--- src/rtl/id_ex_stage.sv ---
// ============================================================================
// id_ex_stage : ID/EX pipeline register with load-use hazard detection
// Revision    : 1.0
// ============================================================================
`default_nettype none

module id_ex_stage #(
  parameter int DATA_W = 64,
  parameter int CNT_W  = 32
) (
  input  logic              clk,
  input  logic              rst,
  input  logic [6:0]        id_opcode,
  input  logic [1:0]        id_alu_op,
  input  logic              id_branch,
  input  logic              id_mem_read,
  input  logic              id_mem_2_reg,
  input  logic              id_mem_write,
  input  logic              id_alu_src,
  input  logic              id_reg_write,
  input  logic              id_jump,
  input  logic              id_flush,
  input  logic [DATA_W-1:0] id_pc,
  input  logic [DATA_W-1:0] id_rdata1,
  input  logic [DATA_W-1:0] id_rdata2,
  input  logic [DATA_W-1:0] id_imm,
  input  logic [4:0]        id_rs1,
  input  logic [4:0]        id_rs2,
  input  logic [4:0]        id_rd,
  input  logic [3:0]        id_func,
  output logic [1:0]        ex_alu_op,
  output logic              ex_branch,
  output logic              ex_mem_read,
  output logic              ex_mem_2_reg,
  output logic              ex_mem_write,
  output logic              ex_alu_src,
  output logic              ex_reg_write,
  output logic              ex_jump,
  output logic [DATA_W-1:0] ex_pc,
  output logic [DATA_W-1:0] ex_rdata1,
  output logic [DATA_W-1:0] ex_rdata2,
  output logic [DATA_W-1:0] ex_imm,
  output logic [4:0]        ex_rs1,
  output logic [4:0]        ex_rs2,
  output logic [4:0]        ex_rd,
  output logic [3:0]        ex_func,
  output logic              ex_valid,
  output logic              stall_if,
  output logic [CNT_W-1:0]  bubble_cnt,
  output logic [CNT_W-1:0]  flush_cnt
);

  localparam logic [6:0]       OP_JUMP   = 7'b1101111;
  localparam logic [6:0]       OP_RTYPE  = 7'b0110011;
  localparam logic [6:0]       OP_BRANCH = 7'b1100011;
  localparam logic [6:0]       OP_STORE  = 7'b0100011;
  localparam logic [CNT_W-1:0] CNT_MAX   = '1;
  localparam logic [CNT_W-1:0] CNT_ONE   = CNT_W'(1);

  logic use_rs1;
  logic use_rs2;
  logic load_use;
  logic kill;

  always_comb begin
    use_rs1  = (id_opcode != OP_JUMP);
    use_rs2  = (id_opcode == OP_RTYPE) || (id_opcode == OP_BRANCH) ||
               (id_opcode == OP_STORE);
    load_use = ex_valid && ex_mem_read && (ex_rd != 5'd0) &&
               ((use_rs1 && (ex_rd == id_rs1)) || (use_rs2 && (ex_rd == id_rs2)));
    kill     = id_flush || load_use;
  end

  // A flushed ID instruction is discarded, so only a genuine load-use holds IF/ID.
  assign stall_if = !id_flush && load_use;

  always_ff @(posedge clk) begin
    if (rst || kill) begin
      ex_alu_op    <= 2'b00;
      ex_branch    <= 1'b0;
      ex_mem_read  <= 1'b0;
      ex_mem_2_reg <= 1'b0;
      ex_mem_write <= 1'b0;
      ex_alu_src   <= 1'b0;
      ex_reg_write <= 1'b0;
      ex_jump      <= 1'b0;
      ex_pc        <= '0;
      ex_rdata1    <= '0;
      ex_rdata2    <= '0;
      ex_imm       <= '0;
      ex_rs1       <= 5'd0;
      ex_rs2       <= 5'd0;
      ex_rd        <= 5'd0;
      ex_func      <= 4'd0;
      ex_valid     <= 1'b0;
    end else begin
      ex_alu_op    <= id_alu_op;
      ex_branch    <= id_branch;
      ex_mem_read  <= id_mem_read;
      ex_mem_2_reg <= id_mem_2_reg;
      ex_mem_write <= id_mem_write;
      ex_alu_src   <= id_alu_src;
      ex_reg_write <= id_reg_write;
      ex_jump      <= id_jump;
      ex_pc        <= id_pc;
      ex_rdata1    <= id_rdata1;
      ex_rdata2    <= id_rdata2;
      ex_imm       <= id_imm;
      ex_rs1       <= id_rs1;
      ex_rs2       <= id_rs2;
      ex_rd        <= id_rd;
      ex_func      <= id_func;
      ex_valid     <= 1'b1;
    end
  end

  // Flush outranks load-use, so a cycle with both counts only as a flush.
  always_ff @(posedge clk) begin
    if (rst) begin
      bubble_cnt <= '0;
      flush_cnt  <= '0;
    end else if (id_flush) begin
      if (flush_cnt != CNT_MAX) flush_cnt <= flush_cnt + CNT_ONE;
    end else if (load_use) begin
      if (bubble_cnt != CNT_MAX) bubble_cnt <= bubble_cnt + CNT_ONE;
    end
  end

endmodule

`default_nettype wire

--- config.mk ---
export PLATFORM = sky130hd
export DESIGN_NAME = id_ex_stage
export DESIGN_NICKNAME = d
export VERILOG_FILES = /design/src/rtl/id_ex_stage.sv
export SDC_FILE = /design/constraint.sdc
export NUM_CORES = 1
export LEC_CHECK = 0
export CORE_AREA = 2 2 254 256
export CTS_CLUSTER_DIAMETER = 40
export DETAILED_ROUTE_END_ITERATION = 8
export DIE_AREA = 0 0 256 258
export PLACE_DENSITY = 0.51
export SYNTH_ARGS = -nofsm -noshare
export SYNTH_HDL_FRONTEND = slang
export SYNTH_SLANG_ARGS = --single-unit
export TNS_END_PERCENT = 30
--- constraint.sdc ---
create_clock -name clk -period 2.6 [get_ports clk]
set_input_delay 0.52 -clock clk [delete_from_list [all_inputs] [get_ports clk]]
set_output_delay 0.52 -clock clk [all_outputs]
set_load 0.005 [all_outputs]
==> results.sh, run 1 <==
export IMPL_cellLeakagePower_nw=7.96
export IMPL_async_flop_share_pct=0
export IMPL_setup_slack_ns=0.100
export IMPL_firstDrtPassIters=4
export IMPL_synthFlopType="dfxtp_1"
export IMPL_cts_tree="built"
export IMPL_die_w_um=256
export IMPL_endpoint_kind="primary output"
export IMPL_grt_pass1_vias=10100
export IMPL_rsz0062_at_grt="yes"
export IMPL_p_per_area_nw_per_um2=747
export IMPL_startpoint_type="register"
export IMPL_yosys_area_top_type="dfxtp_1"
export IMPL_ys_seq_area_share_pct=63.3
export IMPL_core_sq_um=63600
export IMPL_cts_hold_buf=0
export IMPL_setup_viol=0
export IMPL_cts_sinks=349
export IMPL_route_detailed_drc=0
export IMPL_syn_num_nets=1310
export IMPL_synth_distinct_cells=46
export IMPL_maxCapViolations=0
export IMPL_yosysWarningCount=0
export IMPL_grt_total_usage_pct=13.1
export IMPL_crit_fanout=4
export IMPL_hp_class="input pin to register"
export IMPL_final_nets=2014
export IMPL_ant_nets=0
export IMPL_required_ns=2.08
export IMPL_globalplace_congestion=0.790
export IMPL_dpl_hpwl_mm=34.6
export IMPL_clkPwrFrac_pct=57.5
export IMPL_rows=93
export IMPL_cp_arrival_ns=1.98
export IMPL_switching_power_w=0.00342
export IMPL_whs_path_depth=2
export IMPL_p_int_w=0.0124
export IMPL_synth_enable_flop_cells=0
export IMPL_synth_seq_cells=349
export IMPL_swShare_pct=21.6
export IMPL_drt_initial_drc_count=368
export IMPL_post_dp_cell_area_sq_um=18600
export IMPL_fmax_ghz=0.400
export IMPL_worstRegToRegCells=9
export IMPL_crit_type="register to primary output"
export IMPL_preCtsSetupSlack_ns=-0.632
export IMPL_totalWireLength_mm=44.8
export IMPL_drive_gt1_share_pct=11.0
export IMPL_worst_slew_pin_slew_ns=0.465
export IMPL_finalCriticalPeriod_ns=2.50
export IMPL_combinationalPowerShare_pct=7.1
export IMPL_clkLatencyLatePin_ns=0.58
export IMPL_post_drt_wl_per_cell_um=17.0
export IMPL_tns_ns=0
export IMPL_syn_to_final_growth_pct=91.9
export IMPL_finalHoldViolCount=0
export IMPL_holdWs_ns=0.316
export IMPL_irDropWorstVdd_mv=0.631
export IMPL_numPortBuffers=643
export IMPL_via_per_inst=3.71
export IMPL_drv_slew=0
export IMPL_synth_area_sq_um=11000
export IMPL_grt_antenna_before_repair=7
export IMPL_clockBufferDepth=3
export IMPL_path_clk_slew_ns=0.05
export IMPL_max_slew_margin_pct=69.0
export IMPL_grt_overflow=0
export IMPL_vias=9757
export IMPL_synthTopCellsByArea="dfxtp_1 (63%), and2_1 (16%), nor2_1 (1.6%)"
export IMPL_ios=644
export IMPL_cts_root_buffer="clkbuf_16"
export IMPL_dieArea_sq_um=66000
export IMPL_start_util_pct=17.3
export IMPL_grt_pass1_wl_mm=64.8
export IMPL_fin_skew_ns=0.0203
export IMPL_fin_area_sq_um=21200
export IMPL_dieHeight_um=258
export IMPL_sequentialPowerShare_pct=35.4
export IMPL_synth_top_area_share_pct=63.3
export IMPL_status="complete, no violations"
export IMPL_syn_inst=1014
export IMPL_grt_max_degree=120
export IMPL_finalCritPeriodShare_pct=96.1
export IMPL_syn_avg_cell_area_sq_um=10.9
export IMPL_htreeDepth=3
export IMPL_cts_buffers=68
==> synth_stat cells (all sizes together), types with 8 or more instances <==
library cell	instances
dfxtp	349
and2	287
nor2	48
clkbuf	42
a21oi	26
nand2	25
nand3	22
o21ai	22
or3	22
nand4	17
xnor2	16
xor2	16
mux2	13
nor2b	13
nor3	13
and3	11
and4	9
buf	8
or4	8
==> routing by layer <==
metal,track usage (%),wire length [um],vias to the layer above
met5,0,50,-
met4,5.62,1270,8
met3,5.69,4110,81
met2,23.2,23100,393
met1,13.6,16300,4523
li1,-,-,4752
==> worst max-delay path, stage by stage (launching register included) <==
cell      delay (ns)
dfxtp_1         0.35
or3_1           0.41
o311a_4         0.35
o211ai_4        0.12
inv_2           0.05
buf_6           0.12
==> logic make-up after synthesis <==
logic type / share of synthesized area [%]
mux: 1.42
flops: 63.3
compound gates: 3.72
fa+ha+maj: 0.227
buf+inv: 2.12
simple gates: 26.7
xor+xnor: 2.54
==> final timing paths <==
kind / slack [ns] / endpoint / from
hold / removal: 0.32 / ex_rs2[1]$_SDFF_PP0_ / id_rs2[1]
setup reg to reg: 0.13 / bubble_cnt[3]$_SDFFE_PP0P_ / ex_rd[2]$_SDFF_PP0_
hold reg to reg: 0.51 / bubble_cnt[20]$_SDFFE_PP0P_ / bubble_cnt[20]$_SDFFE_PP0P_
setup / recovery: 0.10 / stall_if / ex_rd[0]$_SDFF_PP0_
==> power by group through the flow <==
stage / combinational (W) / clock [W] / sequential (W)
global placement: 0.00114 / 0 / 0.00570
detailed placement: 0.00114 / 0 / 0.00571
finish: 0.00112 / 0.00909 / 0.00560
CTS: 0.00114 / 0.00934 / 0.00560
global route: 0.00120 / 0.00961 / 0.00561
floorplan: 0.000196 / 0 / 0.00572
==> layout by cell type (no fill, tap or decap), types with 7 or more instances in the layout <==
cell and count:
dlygate4sd2_1 7, and4_1 9, o21ai_0 21, nor2b_1 13
clkbuf_16 70, nand4_1 17, nand2_1 24, and2_1 287
inv_6 8, xor2_1 16, bufinv_16 9, clkbuf_1 10
clkdlybuf4s50_1 634, clkinvlp_4 7, clkbuf_8 7, or4_1 8
clkinv_2 8, a21oi_1 26, or3_1 22, nand3_1 21
dfxtp_1 346, buf_4 37, o31ai_1 7, mux2_2 13
and3_1 10, xnor2_1 15, nor3_1 13, nor2_1 48
==> what timing repair did <==
item	4_1_cts	5_1_grt
endpoints found under the setup margin	1	16
pin swaps	6	3
buffers inserted	4	0
resized for setup	25	9
==> final cells by class <==
cell class	count	area [sq um]
fillers	6446	42500
clock buffers	87	1890
multi-input cells	609	3930
inverters	6	22.5
diodes	2	5.00
repair buffers	684	6780
well taps	855	1070
clock inverters	37	495
flip-flops and latches	349	6990
==> per-stage QoR <==
stage                     utilization, %  power (W)  std cells
after floorplan                        -    0.00592       1014
after global placement              29.3    0.00684       2499
after detailed placement            29.3    0.00685       2499
after CTS                           33.2     0.0161       2627
after global routing                33.3     0.0164       2628
final                               33.3     0.0158       2629
No activity file was read; power rests on OpenSTA's default activity.
==> run 2: changes to the inputs <==
CORE_AREA = 2 2 251 253   (was 2 2 254 256)
CTS_BUF_LIST = sky130_fd_sc_hd__clkbuf_8   (was default)
DIE_AREA = 0 0 253 255   (was 0 0 256 258)
PLACE_DENSITY = 0.52   (was 0.51)
==> run 2 against run 1 <==
Against the previous run: the flow now finishes with violations (setup timing); via count is 0.56% lower; global-route usage is 0.36 points lower; flip-flop and latch count is the same; highest routed layer unchanged.
==> results.sh, run 2 (same netlist as run 1, synthesis figures left out) <==
export IMPL_cp_arrival_ns=2.14
export IMPL_setup_slack_ns=-0.0557
export IMPL_drt_initial_drc_count=328
export IMPL_vias=9702
export IMPL_hp_class="input pin to register"
export IMPL_p_per_area_nw_per_um2=669
export IMPL_dieArea_sq_um=64500
export IMPL_cts_buffers=79
export IMPL_switching_power_w=0.00309
export IMPL_dpl_hpwl_mm=33.3
export IMPL_clockBufferDepth=3
export IMPL_globalplace_congestion=0.775
export IMPL_rows=92
export IMPL_htreeDepth=3
export IMPL_required_ns=2.08
export IMPL_cts_root_buffer="clkbuf_8"
export IMPL_path_clk_slew_ns=0.05
export IMPL_grt_total_usage_pct=12.8
export IMPL_max_slew_margin_pct=45.9
export IMPL_setup_viol=1
export IMPL_startpoint_type="input pin"
export IMPL_totalWireLength_mm=43.4
export IMPL_p_int_w=0.0105
export IMPL_ios=644
export IMPL_grt_pass1_vias=9817
export IMPL_fillCellCount=6306
export IMPL_rsz0062_at_grt="yes"
export IMPL_ant_nets=0
export IMPL_final_cell_mix="clkdlybuf4s50_1 (640), dfxtp_1 (344), and2_1 (287)"
export IMPL_start_util_pct=17.8
export IMPL_crit_type="input pin to primary output"
export IMPL_syn_to_final_growth_pct=84.6
export IMPL_cts_tree="built"
export IMPL_finalHoldViolCount=0
export IMPL_grt_antenna_before_repair=4
export IMPL_grt_max_degree=131
export IMPL_post_route_util_pct=32.8
export IMPL_clkLatencyLatePin_ns=0.65
export IMPL_numPortBuffers=643
export IMPL_irDropWorstVdd_mv=0.414
export IMPL_grt_pass1_wl_mm=61.4
export IMPL_core_sq_um=62200
export IMPL_worst_slew_pin_slew_ns=0.811
export IMPL_die_w_um=253
export IMPL_tns_ns=-0.0557
export IMPL_cellLeakagePower_nw=7.68
export IMPL_layout_commonest_cell="clkdlybuf4s50_1"
export IMPL_endpoint_kind="primary output"
export IMPL_cts_sinks=349
export IMPL_p_total_w=0.0136
export IMPL_route_detailed_drc=0
export IMPL_holdWs_ns=0.318
export IMPL_maxCapViolations=0
export IMPL_crit_fanout=3
export IMPL_firstDrtPassIters=4
export IMPL_drive_gt1_share_pct=11.1
export IMPL_clkPwrFrac_pct=50.8
export IMPL_sequentialPowerShare_pct=41.1
export IMPL_fmax_ghz=0.377
export IMPL_violations="setup timing"
export IMPL_swShare_pct=22.7
export IMPL_grt_overflow=0
export IMPL_finalCritPeriodShare_pct=102
export IMPL_status="finished, violations left"
export IMPL_drv_slew=0
export IMPL_final_nets=2011
export IMPL_post_drt_wl_per_cell_um=16.8
export IMPL_fin_skew_ns=0.0355
export IMPL_dieHeight_um=255
export IMPL_finalCriticalPeriod_ns=2.66
export IMPL_via_per_inst=3.76
export IMPL_combinationalPowerShare_pct=8.1
-- run 2: what timing repair did --
| item | 4_1_cts | 5_1_grt |
|---|---|---|
| buffers inserted | 1 | 1 |
| setup endpoints to repair | 1 | 1 |
| gates resized for setup | 18 | 4 |
| pin swaps | 7 | 5 |
| hold buffers | 0 | 0 |
-- run 2: path summary, 6_finish.rpt --
path	start	to	slack [ns]	cells after the start
setup / recovery	id_opcode[3]	stall_if	-0.06	8
hold / removal	rst	bubble_cnt[19]$_SDFFE_PP0P_	0.32	4
setup reg to reg	bubble_cnt[11]$_SDFFE_PP0P_	bubble_cnt[31]$_SDFFE_PP0P_	0.20	6
hold reg to reg	bubble_cnt[22]$_SDFFE_PP0P_	bubble_cnt[22]$_SDFFE_PP0P_	0.50	2
-- run 2: power groups by stage --
stage / Sequential (W) / Clock [W] / Combinational [W]
3_3_place_gp: 0.00570 / 0 / 0.00111
6_report: 0.00559 / 0.00692 / 0.00110
3_5_place_dp: 0.00571 / 0 / 0.00111
4_1_cts: 0.00560 / 0.00719 / 0.00113
5_1_grt: 0.00561 / 0.00744 / 0.00119
2_1_floorplan: 0.00572 / 0 / 0.000196
-- run 2: per-stage QoR --
stage	worst slack (ns)	instances	cell area, sq um
6_report	-0.0557	2579	20400
4_1_cts	-0.109	2574	20300
3_5_place_dp	-0.615	2431	18500
3_3_place_gp	-0.586	2431	18500
2_1_floorplan	0.311	1014	11000
5_1_grt	-0.181	2577	20400
-- run 2: routing by layer --
metal  share of wire (%)  wire [um]  vias to the layer above  track usage (%)
met5               0.023         10                        -                0
met3                 9.5       4130                       79             5.90
met1                  37      16200                     4462             13.7
met4                 2.5       1100                        2             4.56
li1                    -          -                     4747                -
met2                  51      22000                      412             22.1
-- run 2: final cells by class --
class,count,area [sq um],area share [%]
Clock inverter,42,442,2.17
Timing Repair Buffer,670,6660,32.7
Inverter,6,22.5,0.111
Sequential cell,349,7000,34.4
Clock buffer,100,1380,6.75
Tap cell,799,1000,4.91
Multi-Input combinational cell,609,3870,19.0
Antenna cell,4,10.0,0.0491
-- run 2: worst max-delay path, cell delays in order --
cell	delay, ns
clkdlybuf4s50_1	0.44
a211oi_2	0.22
nand4_1	0.17
nor4_4	0.29
buf_4	0.17
o211ai_4	0.13
inv_2	0.08
buf_6	0.10
==> run 3: changes to the inputs <==
CELL_PAD_IN_SITES_DETAIL_PLACEMENT = 1   (was default)
CELL_PAD_IN_SITES_GLOBAL_PLACEMENT = 1   (was default)
CORE_AREA = 2 2 248 250   (was 2 2 251 253)
DIE_AREA = 0 0 250 252   (was 0 0 253 255)
PLACE_DENSITY = 0.65   (was 0.52)
SLEW_MARGIN = 20   (was default)
==> run 3 against run 2 <==
Against the previous run: the run still ends with setup timing left; critical path depth grew 1; clock-buffer cell count shrank 12; setup slack lost 0.054 ns; sequential power is essentially flat; fmax shrank 2.0%; via count grew 2.7%.
==> results.sh, run 3 (same netlist as run 1, synthesis figures left out) <==
export IMPL_finalCritPeriodShare_pct=104
export IMPL_crit_chain="buf_4 -> buf_4 -> nand4b_1 -> buf_4 -> o211ai_1 -> nor4_4 -> o211ai_4 -> inv_2 -> buf_6"
export IMPL_firstDrtPassIters=4
export IMPL_clockBufferDepth=3
export IMPL_violations="setup timing"
export IMPL_cpPeakStageDelay_ns=0.40
export IMPL_status="finished, violations left"
export IMPL_fin_skew_ns=0.0351
export IMPL_path_clk_slew_ns=0.05
export IMPL_tns_ns=-0.110
export IMPL_multi_input_area_sq_um=3990
export IMPL_startpoint_type="input pin"
export IMPL_setup_viol=1
export IMPL_grt_total_usage_pct=15.6
export IMPL_fin_area_sq_um=20500
export IMPL_route_detailed_drc=0
export IMPL_cellLeakagePower_nw=7.74
export IMPL_vias=9966
export IMPL_final_cell_mix="clkdlybuf4s50_1 (637), dfxtp_1 (345), and2_1 (287)"
export IMPL_p_total_w=0.0132
export IMPL_rows=90
export IMPL_dieHeight_um=252
export IMPL_crit_start="id_opcode[2]"
export IMPL_rsz0062_at_grt="yes"
export IMPL_ios=644
export IMPL_cts_sinks=349
export IMPL_crit_type="input pin to primary output"
export IMPL_crit_path_frequent_cell="buf_4"
export IMPL_grt_overflow=0
export IMPL_register_area_sq_um=7000
export IMPL_endpoint="stall_if"
export IMPL_dieArea_sq_um=63000
export IMPL_htreeDepth=3
export IMPL_worstRegToRegCells=9
export IMPL_post_dp_cell_area_sq_um=18600
export IMPL_numPortBuffers=643
export IMPL_finalCriticalPeriod_ns=2.71
export IMPL_post_drt_wl_per_cell_um=19.7
export IMPL_holdWs_ns=0.271
export IMPL_grt_pass1_wl_mm=72.1
export IMPL_syn_to_final_growth_pct=85.6
export IMPL_clkLatencyLatePin_ns=0.66
export IMPL_grt_antenna_before_repair=9
export IMPL_max_slew_margin_pct=65.3
export IMPL_worst_slew_pin_slew_ns=0.521
export IMPL_crit_fanout=2
export IMPL_rr_startpoint="ex_rd[2]$_SDFF_PP0_"
export IMPL_drv_slew=0
export IMPL_die_w_um=250
export IMPL_cts_root_buffer="clkbuf_8"
export IMPL_core_sq_um=60100
export IMPL_globalplace_congestion=0.846
export IMPL_finalHoldViolCount=0
export IMPL_dpl_hpwl_mm=39.8
export IMPL_start_util_pct=18.4
export IMPL_final_nets=2024
export IMPL_totalWireLength_mm=50.8
export IMPL_r2r_end="bubble_cnt[3]$_SDFFE_PP0P_"
export IMPL_layout_commonest_cell="clkdlybuf4s50_1"
export IMPL_hp_class="input pin to register"
export IMPL_cts_tree="built"
export IMPL_dp_cells=2431
export IMPL_ff2ff_setup_slack_ns=0.15
export IMPL_p_per_area_nw_per_um2=643
export IMPL_required_ns=2.08
export IMPL_drive_gt1_share_pct=11.8
export IMPL_ant_nets=0
export IMPL_drt_initial_drc_count=309
export IMPL_maxCapViolations=0
export IMPL_irDropWorstVdd_mv=0.445
export IMPL_cts_buffers=75
export IMPL_fmax_ghz=0.369
export IMPL_endpoint_kind="primary output"
export IMPL_fillCellCount=6775
export IMPL_grt_pass1_vias=10800
export IMPL_setup_slack_ns=-0.110
export IMPL_via_per_inst=3.87
export IMPL_cp_arrival_ns=2.19
export IMPL_fin_cells=2575
export IMPL_cpMaxStageDelayCell="nand4b_1"
export IMPL_grt_max_degree=70
## run 3: cell count changes in the layout (fill, tap and decap cells not counted), sizes merged, moves of 3 or more
cell           previous run  this run
buf                      29        50
clkbuf                  100        88
inv                      19        30
clkdlybuf4s50           640       637
## run 3: how the worst min path moves through the flow
stage | from | end | slack (ns) | cells after the start
5_1_grt | rst | bubble_cnt[22]$_SDFFE_PP0P_ | 0.26 | 2
3_3_place_gp | flush_cnt[23]$_SDFFE_PP0P_ | flush_cnt[23]$_SDFFE_PP0P_ | 0.48 | 1
2_1_floorplan | flush_cnt[23]$_SDFFE_PP0P_ | flush_cnt[23]$_SDFFE_PP0P_ | 0.48 | 1
6_report | rst | bubble_cnt[22]$_SDFFE_PP0P_ | 0.27 | 2
4_1_cts | rst | bubble_cnt[22]$_SDFFE_PP0P_ | 0.16 | 2
3_5_place_dp | flush_cnt[23]$_SDFFE_PP0P_ | flush_cnt[23]$_SDFFE_PP0P_ | 0.49 | 1
## run 3: worst max-delay path, delay by kind of cell
kind,cells,cell delay (ns)
simple gates,2,0.50
compound gates,2,0.49
buf+inv,5,0.67
## run 3: repair_timing
item,4_1_cts,5_1_grt
pin swaps,7,9
hold buffers,0,0
gates resized for setup,46,15
buffers inserted,1,1
endpoints found under the setup margin,313,259
## run 3: area by class of cell
type / instances / area share [%]
flip-flops and latches: 349 / 34.2
clock inverters: 50 / 2.13
well taps: 782 / 4.78
repair buffers: 687 / 33.4
inverters: 6 / 0.110
diodes: 4 / 0.0489
multi-input cells: 609 / 19.5
clock buffers: 88 / 5.91
## run 3: metrics by stage
step | setup slack [ns] | util (%)
after floorplan | 0.311 | -
after global placement | -1.13 | 30.9
after detailed placement | -1.11 | 30.9
after CTS | -0.308 | 33.9
after global routing | -0.185 | 34.1
final | -0.110 | 34.1
## run 3: routing by layer
| layer | GRT usage (%) | part of all wire, % |
|---|---|---|
| met1 | 16.8 | 38 |
| met5 | 0 | 0 |
| met4 | 6.79 | 3.4 |
| met3 | 6.38 | 8.9 |
| met2 | 26.9 | 50 |
## run 3: report_power, final
part / internal, W / total (W) / switching [W]
combinational: 0.000804 / 0.00118 / 0.000374
clock: 0.00373 / 0.00640 / 0.00266
sequential: 0.00553 / 0.00560 / 0.0000692
